$ cat src/rtl/axis_rr_arb.sv
// Round-robin AXI-Stream arbiter. A grant is held for a whole packet, from the
// first accepted beat through the accepted tlast beat, behind a one-entry output register.
module axis_rr_arb #(
  parameter int N      = 2,
  parameter int DATA_W = 32
) (
  input  logic                  aclk,
  input  logic                  aresetn,
  input  logic [N*DATA_W-1:0]   s_tdata,
  input  logic [N-1:0]          s_tvalid,
  input  logic [N-1:0]          s_tlast,
  output logic [N-1:0]          s_tready,
  output logic [DATA_W-1:0]     m_tdata,
  output logic                  m_tvalid,
  output logic                  m_tlast,
  output logic [((N > 1) ? $clog2(N) : 1)-1:0] m_tid,
  input  logic                  m_tready,
  output logic                  busy
);

  localparam int ID_W = (N > 1) ? $clog2(N) : 1;

  typedef enum logic {IDLE, BUSY} state_t;

  state_t            state_q, state_d;
  logic [ID_W-1:0]   grant_q, grant_d;
  logic [ID_W-1:0]   last_grant_q, last_grant_d;
  logic              m_tvalid_q, m_tvalid_d;
  logic              m_tlast_q, m_tlast_d;
  logic [DATA_W-1:0] m_tdata_q, m_tdata_d;
  logic [ID_W-1:0]   m_tid_q, m_tid_d;

  logic              sel_valid;
  logic              sel_last;
  logic [DATA_W-1:0] sel_data;
  logic              grant_ready;
  logic              accept;
  logic [2*N-1:0]    rot_valid;
  logic              pick_found;
  logic [ID_W-1:0]   pick_idx;
  int                pick_pos;

  always_comb begin
    sel_valid = 1'b0;
    sel_last  = 1'b0;
    sel_data  = '0;
    for (int i = 0; i < N; i++) begin
      if (grant_q == ID_W'(i)) begin
        sel_valid = s_tvalid[i];
        sel_last  = s_tlast[i];
        sel_data  = s_tdata[i*DATA_W +: DATA_W];
      end
    end
  end

  // Source ready depends only on registered state and the sink, never on s_tvalid.
  assign grant_ready = (state_q == BUSY) && (!m_tvalid_q || m_tready);
  assign accept      = grant_ready && sel_valid;

  always_comb begin
    s_tready = '0;
    for (int i = 0; i < N; i++) begin
      if (grant_q == ID_W'(i)) s_tready[i] = grant_ready;
    end
  end

  // Rotate the request vector so bit 0 is the source just after last_grant.
  always_comb begin
    rot_valid  = {s_tvalid, s_tvalid} >> (32'(last_grant_q) + 32'd1);
    pick_found = 1'b0;
    pick_idx   = '0;
    pick_pos   = 0;
    for (int k = 0; k < N; k++) begin
      if (!pick_found && rot_valid[k]) begin
        pick_found = 1'b1;
        pick_pos   = int'(last_grant_q) + 1 + k;
        if (pick_pos >= N) pick_pos = pick_pos - N;
        pick_idx   = ID_W'(pick_pos);
      end
    end
  end

  always_comb begin
    state_d      = state_q;
    grant_d      = grant_q;
    last_grant_d = last_grant_q;
    m_tvalid_d   = m_tvalid_q;
    m_tlast_d    = m_tlast_q;
    m_tdata_d    = m_tdata_q;
    m_tid_d      = m_tid_q;

    case (state_q)
      IDLE: begin
        if (pick_found) begin
          grant_d = pick_idx;
          state_d = BUSY;
        end
      end
      BUSY: begin
        if (accept && sel_last) begin
          last_grant_d = grant_q;
          state_d      = IDLE;
        end
      end
      default: state_d = IDLE;
    endcase

    if (accept) begin
      m_tvalid_d = 1'b1;
      m_tlast_d  = sel_last;
      m_tdata_d  = sel_data;
      m_tid_d    = grant_q;
    end else if (m_tvalid_q && m_tready) begin
      m_tvalid_d = 1'b0;
    end
  end

  always_ff @(posedge aclk) begin
    if (!aresetn) begin
      state_q      <= IDLE;
      grant_q      <= '0;
      last_grant_q <= ID_W'(N - 1);
      m_tvalid_q   <= 1'b0;
      m_tlast_q    <= 1'b0;
      m_tdata_q    <= '0;
      m_tid_q      <= '0;
    end else begin
      state_q      <= state_d;
      grant_q      <= grant_d;
      last_grant_q <= last_grant_d;
      m_tvalid_q   <= m_tvalid_d;
      m_tlast_q    <= m_tlast_d;
      m_tdata_q    <= m_tdata_d;
      m_tid_q      <= m_tid_d;
    end
  end

  assign m_tvalid = m_tvalid_q;
  assign m_tlast  = m_tlast_q;
  assign m_tdata  = m_tdata_q;
  assign m_tid    = m_tid_q;
  assign busy     = (state_q == BUSY);

endmodule

$ cat config.mk
export PLATFORM = sky130hd
export DESIGN_NAME = axis_rr_arb
export DESIGN_NICKNAME = d
export VERILOG_FILES = /design/src/rtl/axis_rr_arb.sv
export SDC_FILE = /design/constraint.sdc
export NUM_CORES = 1
export LEC_CHECK = 0
export ABC_CLOCK_PERIOD_IN_PS = 1720
export CORE_MARGIN = 2
export CORE_UTILIZATION = 62
export DETAILED_ROUTE_END_ITERATION = 10
export DONT_BUFFER_PORTS = 1
export PLACE_DENSITY = 0.75
export RECOVER_POWER = 100
export SYNTH_ARGS = -nofsm -noshare
export SYNTH_HDL_FRONTEND = slang
export SYNTH_SLANG_ARGS = --single-unit
$ cat constraint.sdc
create_clock -name aclk -period 1.72 [get_ports aclk]
set_clock_uncertainty 0.05 [all_clocks]
set_input_delay 0.258 -clock aclk [delete_from_list [all_inputs] [get_ports aclk]]
set_output_delay 0.258 -clock aclk [all_outputs]
set_load 0.01 [all_outputs]
==> summary.md, run 1 <==
| Metric | Value |
|---|---|
| Final Non-Filler Cells | 229 |
| Core area | 3000 um^2 |
| Run status | finished clean |
| Syn Inst Count | between 200 and 250 |
| Cell Count Post-Placement | 221 |
| DIE AREA | 3580 um^2 |
| WS Path Type | register to primary output |
| GRT Total Usage | between 20% and 30% |
| Post-route cell area | 1990 um^2 |
| DRT iter0 DRCs | 100 |
| I/O pins | 109 |
| R2R Path Start | grant_q |
| Library cells used by synthesis | 25 |
| Maxcap violations | 0 |
| CTS buffer count | 5 |
| Hold endpoint | m_tdata[6] |
| Mux cell area share after synthesis | 28.9% |
| Dpl hpwl | around 2900 um |
| R2R setup slack | 0.15 ns |
| Sum Neg Setup Slack | 0 ns |
| Reg2Reg Depth | 4 |
| Starting Density | 64.4% |
| Critical Path AT | 1.27 ns |
| Min-Delay Startpoint | aresetn |
| Worst skew pair latency | about 0.34 ns |
| Crit Path Max Fanout | 7 |
| Worst Hold Class | input pin to register |
| Final Hold Viols | 0 |
| Die Span X | 59.9 um |
| Synthesis Warnings | 0 |
| Post-synthesis simple-gate area fraction | about 11% |
| RSZ-0062 raised after global routing | no |
| IO Port Bufs | 0 |
| Clock sink count | 38 |
| First-pass GRT wire length | 6100 um |
| FP Rows | 20 |
| Final setup vio count | 0 |
| Share of cells above drive strength 1 | 16.3% |
| Final critical-path setup slack | 0.139 ns |
| Final max-slew violation count | 0 |
| Vias in the first global route | 1371 |
| Ant diodes | 0 |
| Overall power | 1.78 mW |
| Post-Synth Adder-Cell Area | 0% |
| Initial antenna violation count | 0 |
| Syn nets | 275 |
| Slew HR | 60.1% |
| CP max stage delay | 0.37 ns |
| Longest Clk Path Bufs | 2 |
| Final wirelength | ~4200 um |
| Leakage | around 0.8 nW |
| Area after DPL | between 1500 and 2000 um^2 |
| Worst setup SP type | register |
| Fillers | 256 |
| Largest family of logic cells by synthesized area | multiplexers |
| Worst setup EP type | primary output |
| Vias | 1497 |
| Area of the mapped netlist | 1930 um^2 |
| Clock H-tree levels | 2 |
| DRC Markers | 0 |
| Clock root cell | clkbuf_4 |
| Hold Path Depth | 2 |
| Synth Area in Compound Gates | 13.5% |
| Syn Area/Cell | roughly 9.5 um^2 |
| FMAX | 633 MHz |
| Final period util | 91.9% |
| CTS tree | built |
| Slowest cell on crit path | dfxtp_1 |
| Fin util | 66.1% |
| Synth Register Bits | 38 |
| RR Endpoint | m_tdata[31] |
| Crit path cell chain | nand2b_1 > nand2_1 > nor2_1 |
| Tightest Pin Transition | 0.598 ns |
| Pre-CTS setup slack | 0.0593 ns |
| Clock transition at path regs | 0.11 ns |
| Hold Slack | 0.0112 ns |
| Largest net degree at the start of global routing | 41 |
| XOR/XNOR Fraction of Synth Area | 0% |
| Worst endpoint required time | 1.41 ns |
| Die H | 59.9 um |
| Sequential area share after synthesis | 39.3% |
| Vias/cell | 6.54 |
| WL per Instance | 18.5 um |
| Worst vdd ir | 587 uV |
| 1st-pass router iterations | 4 |
| Fin crit period | 1.58 ns |
| Antenna Violating Nets Remaining | 0 |
| Post-CTS Setup Inserts | 0 |
| PwrDens | ~900 nW/um^2 |
| Area Growth Syn to Fin | 2.65% |
| Final Net Count | 268 |
| GPL Wtd Cong | 0.700 |
| Gr ovfl total | 0 |
[placed cells by master (no fill, tap or decap), types with 2 or more instances in the layout]
cell type,count
mux2i_1,33
buf_4,2
nand3_1,3
a311oi_1,14
nor2_1,3
mux2_2,19
buf_12,2
clkbuf_4,5
dlygate4sd3_1,2
dfxtp_1,38
o21ai_0,2
a21oi_1,2
a31oi_1,15
nor3_1,2
nand2_1,40
inv_1,2
[synth_stat cells, drive strengths merged]
cell type / n / area share (%)
nand4b: 1 / 0.45
dfxtp: 38 / 39
buf: 12 / 4.7
a211oi: 1 / 0.39
clkbuf: 9 / 1.7
a311oi: 14 / 6.3
a21oi: 2 / 0.52
nand3: 3 / 0.78
nor2: 4 / 0.78
a31oi: 15 / 4.9
nand2b: 1 / 0.32
o21ai: 2 / 0.52
o32a: 1 / 0.52
clkinv: 1 / 0.19
nor2b: 1 / 0.32
o21a: 1 / 0.39
mux2i: 33 / 17
inv: 2 / 0.39
nand2: 40 / 7.8
and3: 1 / 0.32
mux2: 20 / 12
nor3: 2 / 0.52
[sequential cells by signal, summed over array words and instances (netlist names)]
signal	flops
m_tlast	1
m_tdata	32
last_grant_q	1
m_tvalid	1
grant_q	1
m_tid	1
busy	1
[area by class of cell]
cell class | count | area, um^2 | share of cell area, %
tap | 33 | 41.3 | 2.08
multi-input combinational | 142 | 1040 | 52.4
clock buffer | 6 | 51.3 | 2.58
inverter | 3 | 11.3 | 0.567
timing repair buffer | 7 | 80.1 | 4.03
sequential | 38 | 761 | 38.3
[kinds of logic after synthesis]
| logic type | after synthesis |
|---|---|
| buffers and inverters | 24 |
| and+or+nand+nor | 53 |
| AOI/OAI and AO/OA | 36 |
| muxes | 53 |
| DFF | 38 |
[metal layers]
layer,track usage (%),wire length (um),part of all wire (%),vias up
li1,-,-,-,723
met1,22.9,1600,38,697
met2,42.4,2240,53,65
met3,9.09,297,7.0,12
met4,9.21,90,2.1,0
met5,0,0,0,-
[power breakdown]
group | internal [mW] | switching [mW] | leakage [nW] | total [mW]
clock network | 0.184 | 0.272 | 0.0302 | 0.456
logic | 0.149 | 0.162 | 0.449 | 0.310
registers | 0.943 | 0.0692 | 0.311 | 1.01
[worst max-delay path: cells and delay by family (launching register included)]
kind / cells / cell delay (ns)
flip-flops: 1 / 0.37
AND/OR/NAND/NOR: 3 / 0.57
[worst max-delay path by stage]
stage | startpoint | end | slack, ns | cells past startpoint
finish | m_tvalid | s_tready[0] | 0.14 | 3
global route | m_tvalid | s_tready[0] | 0.03 | 3
CTS | m_tvalid | m_tdata[23] | 0.06 | 3
detailed placement | m_tvalid | m_tdata[23] | 0.06 | 3
global placement | m_tvalid | m_tlast | 0.19 | 3
floorplan | busy | s_tready[0] | 0.29 | 4
[timing repair]
item                       CTS  global route
setup endpoints to repair    0            15
hold buffers                 1             1
resized for setup            0             1
hold endpoints to repair    11             3
No activity file was read; power rests on OpenSTA's default activity.
==> run 2: changes to the inputs <==
--- a/config.mk
+++ b/config.mk
@@ -5,12 +5,13 @@
 export SDC_FILE = /design/constraint.sdc
 export NUM_CORES = 1
 export LEC_CHECK = 0
+export ABC_AREA = 0
 export ABC_CLOCK_PERIOD_IN_PS = 1720
 export CORE_MARGIN = 2
-export CORE_UTILIZATION = 62
+export CORE_UTILIZATION = 30
 export DETAILED_ROUTE_END_ITERATION = 10
 export DONT_BUFFER_PORTS = 1
-export PLACE_DENSITY = 0.75
+export PLACE_DENSITY = 0.41
 export RECOVER_POWER = 100
 export SYNTH_ARGS = -nofsm -noshare
 export SYNTH_HDL_FRONTEND = slang
==> run 2 against run 1 <==
Effect of this change: via count increased by 0.33%; count of clock-buffer cells in the layout up 1; non-clock buffer count unchanged; critical path depth is 1 lower; worst setup slack gained 0.019 ns; die area rose by 98%; flip-flop and latch count unchanged; critical path type unchanged; critical endpoint is now s_tready[1].
==> summary.md, run 2 (same netlist as run 1, synthesis figures left out) <==
| Metric | Value |
|---|---|
| Run status | finished clean |
| First-pass GRT wire length | 7260 um (+19%) |
| RSZ-0062 raised after global routing | no |
| Slowest cell on crit path | dfxtp_1 |
| Worst skew pair latency | 0.28 ns (-0.06 ns) |
| I/O pins | 109 (unchanged) |
| Final setup vio count | 0 (unchanged) |
| Die H | 84.3 um (+41%) |
| Commonest cells after routing, fill and taps aside | 40 x nand2_1, 38 x dfxtp_1, 33 x mux2i_1 |
| Maxcap violations | 0 (unchanged) |
| Final critical-path setup slack | 0.158 ns (+0.0186 ns) |
| DRC Markers | 0 (unchanged) |
| WL per Instance | 17.6 um (-4.6%) |
| CP max stage delay | 0.37 ns (about the same) |
| Hold Slack | 0.0642 ns (+0.0529 ns) |
| CTS tree | built |
| Fin util | 32.5% (-34 points) |
| Die Span X | 84.3 um (+41%) |
| Gr ovfl total | 0 (unchanged) |
| IO Port Bufs | 0 (unchanged) |
| Switching Share | 28.1% (-0.15 points) |
| DRT iter0 DRCs | 64 (-36%) |
| Longest Clk Path Bufs | 2 (unchanged) |
| Critical Path AT | 1.25 ns (-0.02 ns) |
| Worst setup EP type | primary output |
| 1st-pass router iterations | 4 (unchanged) |
| P_sw | 534 uW (+6.2%) |
| Worst endpoint required time | 1.41 ns (about the same) |
| Hold-fix buffers, CTS | 0 (-1) |
| Final Net Count | 268 (unchanged) |
| Tightest Pin Transition | 0.706 ns (+0.109 ns) |
| DIE AREA | 7110 um^2 (+98%) |
| Most common cell after layout, fill and taps aside | nand2_1 |
| Clock H-tree levels | 2 (unchanged) |
| Ant diodes | 0 (unchanged) |
| Worst setup SP type | register |
| Dpl hpwl | 3410 um (+17%) |
| CTS buffer count | 5 (unchanged) |
| Clk pwr share | 30.5% (+4.9 points) |
| FP Rows | 29 (+45%) |
| Core area | 6280 um^2 (+110%) |
| Final period util | 90.8% (-1.1 points) |
| GPL Wtd Cong | 0.734 (+4.9%) |
| Max reg flops | 32 (unchanged) |
| Clock root cell | clkbuf_8 |
| Final Hold Viols | 0 (unchanged) |
| Pre-CTS setup slack | -0.0590 ns (-0.118 ns) |
| Sum Neg Setup Slack | 0 ns (unchanged) |
| Cell Count Post-Placement | 267 (+21%) |
| Vias/cell | 5.48 (-16%) |
| Fin crit period | 1.56 ns (-0.0186 ns) |
| Final wirelength | 4830 um (+14%) |
| Starting Density | 30.8% (-34 points) |
| FMAX | 640 MHz (+1.2%) |
| Hold Path Depth | 2 (unchanged) |
| Slew HR | 52.9% (-7.3 points) |
| Clock transition at path regs | 0.07 ns (-0.04 ns) |
| Clock sink count | 38 (unchanged) |
| Worst Hold Class | input pin to register |
| PwrDens | 930 nW/um^2 (+3.8%) |
| WS Path Type | register to primary output |
| Vias | 1502 (+0.33%) |
| Share of cells above drive strength 1 | 17.3% (+0.93 points) |
| Comb pwr share | 16.1% (-1.3 points) |
| Pint | 1.37 mW (+7.0%) |
| Antenna Violating Nets Remaining | 0 (unchanged) |
| Initial antenna violation count | 0 (unchanged) |
| Final Non-Filler Cells | 274 (+20%) |
| Worst vdd ir | 390 uV (-34%) |
| Vias in the first global route | 1471 (+7.3%) |
| Reg2Reg Depth | 4 (unchanged) |
| Final max-slew violation count | 0 (unchanged) |
| Crit path cell chain | buf_4 > and3_1 |
| GRT Total Usage | 13.0% (-10 points) |
| Crit Path Max Fanout | 23 (+16) |
| Leakage | 0.792 nW (+0.20%) |
| Reg power frac | 53.4% (-3.5 points) |
| R2R setup slack | 0.16 ns (about the same) |
| Area Growth Syn to Fin | 5.50% |
| Largest net degree at the start of global routing | 42 (+2.4%) |
-- run 2: through the flow --
step / power [mW] / area (um^2)
after floorplan: 1.30 / 1930
after global placement: 1.32 / 1960
after detailed placement: 1.34 / 1960
after CTS: 1.93 / 2040
after global routing: 2.00 / 2040
final: 1.90 / 2040
-- run 2: power groups by stage --
stage,sequential (mW),combinational [mW],clock [mW]
global placement,1.03,0.290,0
global route,1.02,0.339,0.645
floorplan,1.02,0.278,0
CTS,1.02,0.307,0.606
finish,1.01,0.306,0.579
detailed placement,1.04,0.305,0
-- run 2: worst paths after layout --
check | start | to
setup / recovery | grant_q | s_tready[1]
hold / removal | aresetn | m_tdata[7]
setup reg to reg | grant_q | m_tdata[11]
hold reg to reg | last_grant_q | last_grant_q
-- run 2: metal layers --
metal	GRT usage (%)	up-vias	part of all wire, %	wire (um)
li1	-	719	-	-
met1	14.1	714	40	1960
met2	22.8	67	50	2410
met3	5.80	2	9.1	439
met4	3.81	0	0.50	24
met5	0	-	0	0
-- run 2: cell type report --
class	count	area, um^2
Multi-Input combinational cell	142	1040
Fill cell	630	4240
Tap cell	77	96.3
Sequential cell	38	761
Inverter	3	11.3
Clock buffer	7	76.3
Timing Repair Buffer	7	52.6
-- run 2: worst max-delay path: cells and delay by family, from the launching register on --
family / cells / cell delay [ns]
buffers and inverters: 1 / 0.33
DFF: 1 / 0.37
and+or+nand+nor: 1 / 0.27
-- run 2: timing repair --
| action | CTS | global route |
|---|---|---|
| endpoints found under the setup margin | 16 | 0 |
| gates resized for setup | 2 | 0 |
| setup buffers | 0 | 0 |
| hold endpoints to repair | 0 | 0 |
==> run 3: changes to the inputs <==
--- a/config.mk
+++ b/config.mk
@@ -5,7 +5,6 @@
 export SDC_FILE = /design/constraint.sdc
 export NUM_CORES = 1
 export LEC_CHECK = 0
-export ABC_AREA = 0
 export ABC_CLOCK_PERIOD_IN_PS = 1720
 export CORE_MARGIN = 2
 export CORE_UTILIZATION = 30
==> constraint.sdc (replaced) <==
create_clock -name aclk -period 1.72 [get_ports aclk]
set_clock_uncertainty 0.05 [all_clocks]
set_input_delay 0 -clock aclk [delete_from_list [all_inputs] [get_ports aclk]]
set_output_delay 0 -clock aclk [all_outputs]
set_load 0.01 [all_outputs]
==> run 3 against run 2 <==
Effect of this change: count of clock-buffer cells in the layout is the same; via count grew 20%; critical path depth grew 2; combinational power grew 46%; first-iteration DRC count grew 19%; routed wire length grew 17%; critical endpoint is now m_tdata[14]; largest power group unchanged; highest routed layer unchanged.
==> summary.md, run 3 (same netlist as run 1, synthesis figures left out) <==
| Metric | Value |
|---|---|
| Run status | finished clean |
| Worst vdd ir | 315 uV (-19%) |
| 1st-pass router iterations | 4 (unchanged) |
| Max reg flops | 32 (unchanged) |
| Largest net degree at the start of global routing | 42 (unchanged) |
| IO Port Bufs | 0 (unchanged) |
| Clock root cell | clkbuf_8 |
| Final critical-path setup slack | 0.0928 ns (-0.0652 ns) |
| Crit Path Max Fanout | 17 (-26%) |
| Final Net Count | 332 (+24%) |
| PwrDens | 773 nW/um^2 (-17%) |
| Multi-input gate area | 1040 um^2 (-0.24%) |
| Final Non-Filler Cells | 339 (+24%) |
| Worst endpoint required time | 1.80 ns (+0.39 ns) |
| GRT Total Usage | 15.7% (+2.7 points) |
| Dpl hpwl | 3370 um (-1.1%) |
| Final Hold Viols | 0 (unchanged) |
| Fin crit period | 1.63 ns (+0.0652 ns) |
| Initial antenna violation count | 0 (unchanged) |
| DIE AREA | 7110 um^2 (unchanged) |
| Area Growth Syn to Fin | 40.0% |
| Cell Count Post-Placement | 267 (unchanged) |
| GPL Wtd Cong | 0.752 (+2.4%) |
| Die H | 84.3 um (unchanged) |
| Post-CTS Setup Inserts | 0 (unchanged) |
| Ant diodes | 0 (unchanged) |
| Clock H-tree levels | 2 (unchanged) |
| Worst setup EP type | register |
| Sum Neg Setup Slack | 0 ns (unchanged) |
| Clock sink count | 38 (unchanged) |
| RSZ-0062 raised after global routing | no |
| Starting Density | 30.8% (unchanged) |
| Slew HR | 57.2% (+4.4 points) |
| Die Span X | 84.3 um (unchanged) |
| Worst skew pair latency | 0.28 ns (about the same) |
| Vias in the first global route | 1861 (+27%) |
| Leakage | 1.08 nW (+36%) |
| DRT iter0 DRCs | 76 (+19%) |
| CTS buffer count | 5 (unchanged) |
| Longest Clk Path Bufs | 2 (unchanged) |
| Critical Path AT | 1.70 ns (+0.45 ns) |
| DRC Markers | 0 (unchanged) |
| WS Path Type | register to register |
| Register area | 762 um^2 (+0.16%) |
| Commonest cells after routing, fill and taps aside | 63 x dlygate4sd3_1, 40 x nand2_1, 37 x dfxtp_1 |
| Final period util | 94.6% (+3.8 points) |
| Gr ovfl total | 0 (unchanged) |
| Core area | 6280 um^2 (unchanged) |
| Overall power | 2.09 mW (+10%) |
| I/O pins | 109 (unchanged) |
| Final max-slew violation count | 0 (unchanged) |
| Final wirelength | 5660 um (+17%) |
| Worst setup SP type | register |
| Tightest Pin Transition | 0.641 ns (-0.0655 ns) |
| Pre-CTS setup slack | -0.00370 ns (+0.0553 ns) |
| Fin util | 43.1% (+11 points) |
| WL per Instance | 16.7 um (-5.3%) |
| Worst Hold Class | input pin to register |
| Clock transition at path regs | 0.07 ns (about the same) |
| Fillers | 594 (-5.7%) |
| Antenna Violating Nets Remaining | 0 (unchanged) |
| FP Rows | 29 (unchanged) |
| Maxcap violations | 0 (unchanged) |
| Vias/cell | 5.30 (-3.3%) |
| FMAX | 615 MHz (-4.0%) |
| First-pass GRT wire length | 8980 um (+24%) |
| Final setup vio count | 0 (unchanged) |
| Vias | 1797 (+20%) |
| Most common cell after layout, fill and taps aside | dlygate4sd3_1 |
| Share of cells above drive strength 1 | 14.1% (-3.1 points) |
| CTS tree | built |
## run 3: power breakdown
group	leakage [nW]	internal (mW)	switching, mW
registers	0.312	0.944	0.0722
clock network	0.0482	0.324	0.307
logic	0.715	0.244	0.203
total	1.08	1.51	0.582
## run 3: worst max-delay path, stage by stage (launching register included)
cell and delay (ns):
dfxtp_2 0.37, buf_8 0.19, mux2i_1 0.20, dlygate4sd3_1 0.57, a311oi_1 0.09
## run 3: per-stage QoR
stage	cell area (um^2)	hold slack, ns
finish	2710	0.00680
global route	2710	0.0214
CTS	2710	0.00303
detailed placement	1960	0.102
global placement	1960	0.0943
floorplan	1930	0.111
## run 3: worst paths after layout
| path | to | slack [ns] | from | depth (start not counted) |
|---|---|---|---|---|
| setup / recovery | m_tdata[14] | 0.09 | grant_q | 4 |
| hold / removal | m_tdata[10] | 0.007 | s_tdata[10] | 3 |
| setup reg to reg | m_tdata[14] | 0.09 | grant_q | 4 |
| hold reg to reg | m_tdata[5] | 0.46 | m_tdata[5] | 2 |
## run 3: cell type report
cell class / count / area share [%]
clock buffers: 7 / 3.19
well taps: 77 / 3.56
clock inverters: 1 / 0.185
flip-flops and latches: 38 / 28.1
repair buffers: 71 / 26.1
multi-input cells: 142 / 38.4
inverters: 3 / 0.416
## run 3: routing by layer
metal	vias to the layer above	global-route usage (%)	wire, um
met5	-	0	0
met4	0	5.43	114
met3	12	4.92	449
met2	83	28.6	2920
met1	851	17.2	2180
li1	851	-	-
## run 3: what timing repair did
action                                  CTS  global route
hold buffers                             64             0
endpoints found under the hold margin    37             0
endpoints found under the setup margin    3             4
gates resized for setup                   1             2
